[config.mk]
export PLATFORM = sky130hd
export DESIGN_NAME = dmtd_phase_meter
export DESIGN_NICKNAME = d
export VERILOG_FILES = /design/src/rtl/dmtd_phase_meter.sv
export SDC_FILE = /design/constraint.sdc
export NUM_CORES = 1
export LEC_CHECK = 0
export ABC_CLOCK_PERIOD_IN_PS = 4450
export CORE_AREA = 5 5 119 121
export DETAILED_ROUTE_END_ITERATION = 7
export DIE_AREA = 0 0 124 126
export PLACE_DENSITY_LB_ADDON = 0.25
export SETUP_SLACK_MARGIN = 0.4
export SYNTH_ARGS = -nofsm -noshare
export SYNTH_HDL_FRONTEND = slang
export SYNTH_SLANG_ARGS = --single-unit
[constraint.sdc]
create_clock -name clk -period 4.45 [get_ports clk]
set_input_delay 1.335 -clock clk [delete_from_list [all_inputs] [get_ports clk]]
set_output_delay 1.335 -clock clk [all_outputs]
set_load 0.02 [all_outputs]
[src/rtl/dmtd_phase_meter.sv]
// Measures beat_a->beat_b phase and beat_a period in clk cycles from two DMTD beat signals.
// Latency: 2+DEGLITCH cycles from raw edge to FSM; result held in HOLD until out_valid&&out_ready.

module dmtd_beat_filter #(
  parameter int DEGLITCH = 4
) (
  input  logic clk,
  input  logic rst_n,
  input  logic beat_i,
  output logic rise_o
);
  localparam logic [3:0] DG_LAST = 4'(DEGLITCH - 1);

  logic [1:0] sync_q;
  logic       lvl_q, lvl_d;
  logic [3:0] dg_q, dg_d;

  always_comb begin
    lvl_d = lvl_q;
    dg_d  = '0;
    // Run length of synchronized samples disagreeing with the filtered level.
    if (sync_q[1] != lvl_q) begin
      if (dg_q == DG_LAST) begin
        lvl_d = sync_q[1];
      end else begin
        dg_d = dg_q + 4'd1;
      end
    end
  end

  always_ff @(posedge clk or negedge rst_n) begin
    if (!rst_n) begin
      sync_q <= '0;
      lvl_q  <= 1'b0;
      dg_q   <= '0;
    end else begin
      sync_q <= {sync_q[0], beat_i};
      lvl_q  <= lvl_d;
      dg_q   <= dg_d;
    end
  end

  assign rise_o = lvl_d & ~lvl_q;
endmodule

module dmtd_phase_meter #(
  parameter int CNT_W    = 16,
  parameter int DEGLITCH = 4
) (
  input  logic             clk,
  input  logic             rst_n,
  input  logic             beat_a,
  input  logic             beat_b,
  input  logic             meas_en,
  output logic             out_valid,
  input  logic             out_ready,
  output logic [CNT_W-1:0] phase_cnt,
  output logic [CNT_W-1:0] period_cnt,
  output logic             overflow
);
  typedef enum logic [2:0] {IDLE, WAIT_A, WAIT_B, WAIT_A2, HOLD} state_t;

  localparam logic [CNT_W-1:0] CNT_MAX = '1;
  localparam logic [CNT_W-1:0] CNT_ONE = {{(CNT_W-1){1'b0}}, 1'b1};

  state_t           state_q, state_d;
  logic [CNT_W-1:0] cnt_q, cnt_d;
  logic [CNT_W-1:0] phase_q, phase_d;
  logic [CNT_W-1:0] period_q, period_d;
  logic             ovf_q, ovf_d;
  logic             fa_rise, fb_rise;

  dmtd_beat_filter #(.DEGLITCH(DEGLITCH)) u_filt_a (
    .clk    (clk),
    .rst_n  (rst_n),
    .beat_i (beat_a),
    .rise_o (fa_rise)
  );

  dmtd_beat_filter #(.DEGLITCH(DEGLITCH)) u_filt_b (
    .clk    (clk),
    .rst_n  (rst_n),
    .beat_i (beat_b),
    .rise_o (fb_rise)
  );

  always_comb begin
    state_d  = state_q;
    cnt_d    = cnt_q;
    phase_d  = phase_q;
    period_d = period_q;
    ovf_d    = ovf_q;
    case (state_q)
      IDLE: begin
        if (meas_en) state_d = WAIT_A;
      end
      WAIT_A: begin
        if (!meas_en) begin
          state_d = IDLE;
        end else if (fa_rise) begin
          cnt_d = '0;
          if (fb_rise) begin
            phase_d = '0;
            state_d = WAIT_A2;
          end else begin
            state_d = WAIT_B;
          end
        end
      end
      WAIT_B: begin
        // Saturation is checked first so a latched field can never wrap.
        if (!meas_en) begin
          state_d = IDLE;
        end else if (cnt_q == CNT_MAX) begin
          phase_d  = CNT_MAX;
          period_d = CNT_MAX;
          ovf_d    = 1'b1;
          state_d  = HOLD;
        end else if (fb_rise) begin
          phase_d = cnt_q + CNT_ONE;
          cnt_d   = cnt_q + CNT_ONE;
          state_d = WAIT_A2;
        end else if (fa_rise) begin
          cnt_d = '0;
        end else begin
          cnt_d = cnt_q + CNT_ONE;
        end
      end
      WAIT_A2: begin
        if (!meas_en) begin
          state_d = IDLE;
        end else if (cnt_q == CNT_MAX) begin
          period_d = CNT_MAX;
          ovf_d    = 1'b1;
          state_d  = HOLD;
        end else if (fa_rise) begin
          period_d = cnt_q + CNT_ONE;
          ovf_d    = 1'b0;
          state_d  = HOLD;
        end else begin
          cnt_d = cnt_q + CNT_ONE;
        end
      end
      HOLD: begin
        if (out_ready) state_d = meas_en ? WAIT_A : IDLE;
      end
      default: state_d = IDLE;
    endcase
  end

  always_ff @(posedge clk or negedge rst_n) begin
    if (!rst_n) begin
      state_q  <= IDLE;
      cnt_q    <= '0;
      phase_q  <= '0;
      period_q <= '0;
      ovf_q    <= 1'b0;
    end else begin
      state_q  <= state_d;
      cnt_q    <= cnt_d;
      phase_q  <= phase_d;
      period_q <= period_d;
      ovf_q    <= ovf_d;
    end
  end

  assign out_valid  = (state_q == HOLD);
  assign phase_cnt  = phase_q;
  assign period_cnt = period_q;
  assign overflow   = ovf_q;
endmodule

==> qor.csv <==
metric,value,unit
worst-case clock buffer depth,2,
adder-cell area share of the yosys netlist,1.182,%
Final Setup Violations,0,
WL final,7356,um
Overall Global Routing Usage,10.25,%
multiplexer share of the synthesized area,2.127,%
wire per inst,14.71,um
post-CTS setup buffers,0,
clk slew on worst S/H paths,0.05,ns
outcome,"finished, final reports clean",
vias,2221,
Seq pwr share,45.2,%
startpoint types,flop,
MaxCap Viol Count,0,
register area share after synthesis,51.99,%
YS warnings,0,
cell accounting for the most synthesized area,dfrtp_1,
Cell variety after synth,49,
nets,329,
Hold Buf Count CTS,0,
Core Area,12980,sq um
total grt overflow,0,
leak pwr,1.709,nW
P_sw,0.3742,mW
fin worst setup slack,1.196,ns
Tmin final,3.254,ns
post-layout total power,1.529,mW
CTS tree,done,
final hold violations,0,
HP Class,reg2reg,
crit path kind,reg2out,
critical path endpoint category,primary output,
H-tree levels,3,
Max-slew headroom,49.51,%
"top cells by count, synth","dfrtp_1, nor2_1, nand2_1",
later-pin clock latency in the skew report,0.32,ns
CTS root buf,clkbuf_16,
gpl congestion,0.7340,
met3 WL,347,um
Top Layer Used,met4,
DRT iter0 DRCs,126,
met2 wire length,3275,um
worst slew pin tran,0.7549,ns
"FF+latch count, synth",66,
cell row count,42,
initial core utilization,24.47,%
pre-CTS WS,1.061,ns
clock sinks,66,
layout cell share with drive strength beyond 1,14.20,%
"Area growth, synth to finish",26.35,%
TritonCTS buffer count,9,
cell count after synthesis,279,
Synth Area in XOR/XNOR,4.687,%
die height,126,um
final worst-path cycle share,73.12,%
Mapped Area,3177,sq um
post-synth top area share,51.99,%
Final Max Tran Viols,0,
largest family of logic cells by synthesized area,simple AND/OR/NAND/NOR gates,
Power Density,380.9,nW/um^2
unrepaired setup endpoints after global routing,no,
Post-synth ARST share,100.0,%
Int Power,1.155,mW
post-route DRC violation count,0,
initial antenna violation count,0,
register area,1652,sq um
filler cell count,1335,
clock power share,44.1,%
multi-input logic area,1409,sq um
syn_nets,288,
largest net degree at the start of global routing,33,
most common cell in the netlist,dfrtp_1,
Die W,124,um
Die Footprint,15620,sq um
vias in the first global route,2319,
Post-Route Setup TNS,0,ns
met1 WL,3597,um
CP required,3.12,ns
Synth Area in Compound Gates,16.07,%
Post-synth EDFFs,0,
post_cts resized,0,
Simple-Gate Fraction of Synth Area,20.28,%
first-pass GRT wire length,12430,um
router iterations before antenna repair,4,
IO Pins,40,
Achievable Freq,0.3073,GHz
antenna cell count,0,
clk_skew,0.008086,ns
Sw Share,24.48,%
Port Buffers,39,
CP Max Fanout,12,
Vias/cell,4.442,
combinational power share,10.6,%
Mean Syn Cell Area,11.39,sq um
ys flop type,dfrtp_1,
ANT nets after route,0,
CP arrival,1.92,ns
"top cells by area, synth","dfrtp_1, a22o_1, xnor2_1",
DP HPWL,5088,um
worst IR drop on VDD,0.0001792,V
## through the flow
| step | cell area, sq um | hold WS (ns) | util [%] | instances |
|---|---|---|---|---|
| global placement | 3722 | 0.3364 | 28.68 | 485 |
| global route | 4014 | 0.3514 | 30.92 | 500 |
| CTS | 4014 | 0.3467 | 30.92 | 500 |
| finish | 4014 | 0.3445 | 30.92 | 500 |
| floorplan | 3177 | 0.3312 | - | 279 |
| detailed placement | 3722 | 0.3347 | 28.68 | 485 |
## power groups by stage
stage	Sequential, mW	Combinational, mW	Clock (mW)
2_1_floorplan	0.686	0.127	0
3_3_place_gp	0.702	0.162	0
3_5_place_dp	0.703	0.166	0
4_1_cts	0.693	0.168	0.697
5_1_grt	0.699	0.184	0.721
6_report	0.692	0.163	0.675
## cells in the final DEF, fill, tap and decap left out, types with 2 or more instances in the layout
master            n
o2bb2ai_1        10
inv_1             9
nor3_1            9
o21ai_0           2
clkdlybuf4s50_1  38
clkbuf_8          4
nor3b_1           3
a21oi_2           8
a21oi_1          10
clkbuf_16         9
nand4_1           2
nor4_1            3
ha_1              3
nand3_1          10
nor2_1           31
nand3_4           2
nand3b_1          2
xnor2_1          14
buf_4             3
nand2_1          21
dfrtp_1          66
a221o_1           4
and4_1            4
nor3b_4           2
a22o_1           17
xor2_1            3
and2_1            2
mux2_2            4
nor2b_1           4
and3_1            2
nand4_4           2
## cells by family (layout without fill, tap and decap cells)
family | Yosys count | after routing
AND/OR/NAND/NOR | 108 | 108
buffers and inverters | 21 | 66
multiplexers | 5 | 5
flip-flops | 66 | 66
AO/OA/AOI/OAI | 59 | 59
XOR/XNOR | 17 | 17
adder cells (fa/ha/maj) | 3 | 3
## worst max-delay path, cell delays in order (launching register included)
cell and delay (ns):
dfrtp_1 0.56, nor3_1 0.36, clkdlybuf4s50_1 0.67
## sequential cells by signal, summed over array words and instances (netlist names), 2 cells and up
name / count
cnt_q: 16
period_cnt: 16
u_filt_b.dg_q: 4
u_filt_a.dg_q: 4
u_filt_a.sync_q: 2
phase_cnt: 16
u_filt_b.sync_q: 2
state_q: 3
## cell type report
class	count	area share, %
timing repair buffer	42	10.16
inverter	9	0.8416
sequential	66	41.15
clock buffer	14	7.076
tap	176	5.486
clock inverter	1	0.1870
multi-input combinational	192	35.10
## path summary, 6_finish.rpt
check | startpoint | endpoint | slack (ns) | depth (start not counted)
setup reg to reg | cnt_q[0]$_DFFE_PN0P_ | phase_cnt[7]$_DFFE_PN0P_ | 2.13 | 5
max in group asynchronous | rst_n | u_filt_a.dg_q[2]$_DFF_PN0_ | 2.58 | 2
min in group asynchronous | rst_n | phase_cnt[11]$_DFFE_PN0P_ | 1.07 | 1
hold reg to reg | u_filt_a.sync_q[0]$_DFF_PN0_ | u_filt_a.sync_q[1]$_DFF_PN0_ | 0.34 | 0
hold / removal | u_filt_a.sync_q[0]$_DFF_PN0_ | u_filt_a.sync_q[1]$_DFF_PN0_ | 0.34 | 0
setup / recovery | state_q[0]$_DFFE_PN0P_ | out_valid | 1.20 | 2
## metal layers
metal  up-vias  global-route usage [%]
met1      1081                   14.06
met3        11                   3.004
met5         -                       0
met2        40                   15.02
li1       1089                       -
met4         0                   4.317
(Power assumes the default switching activity.)
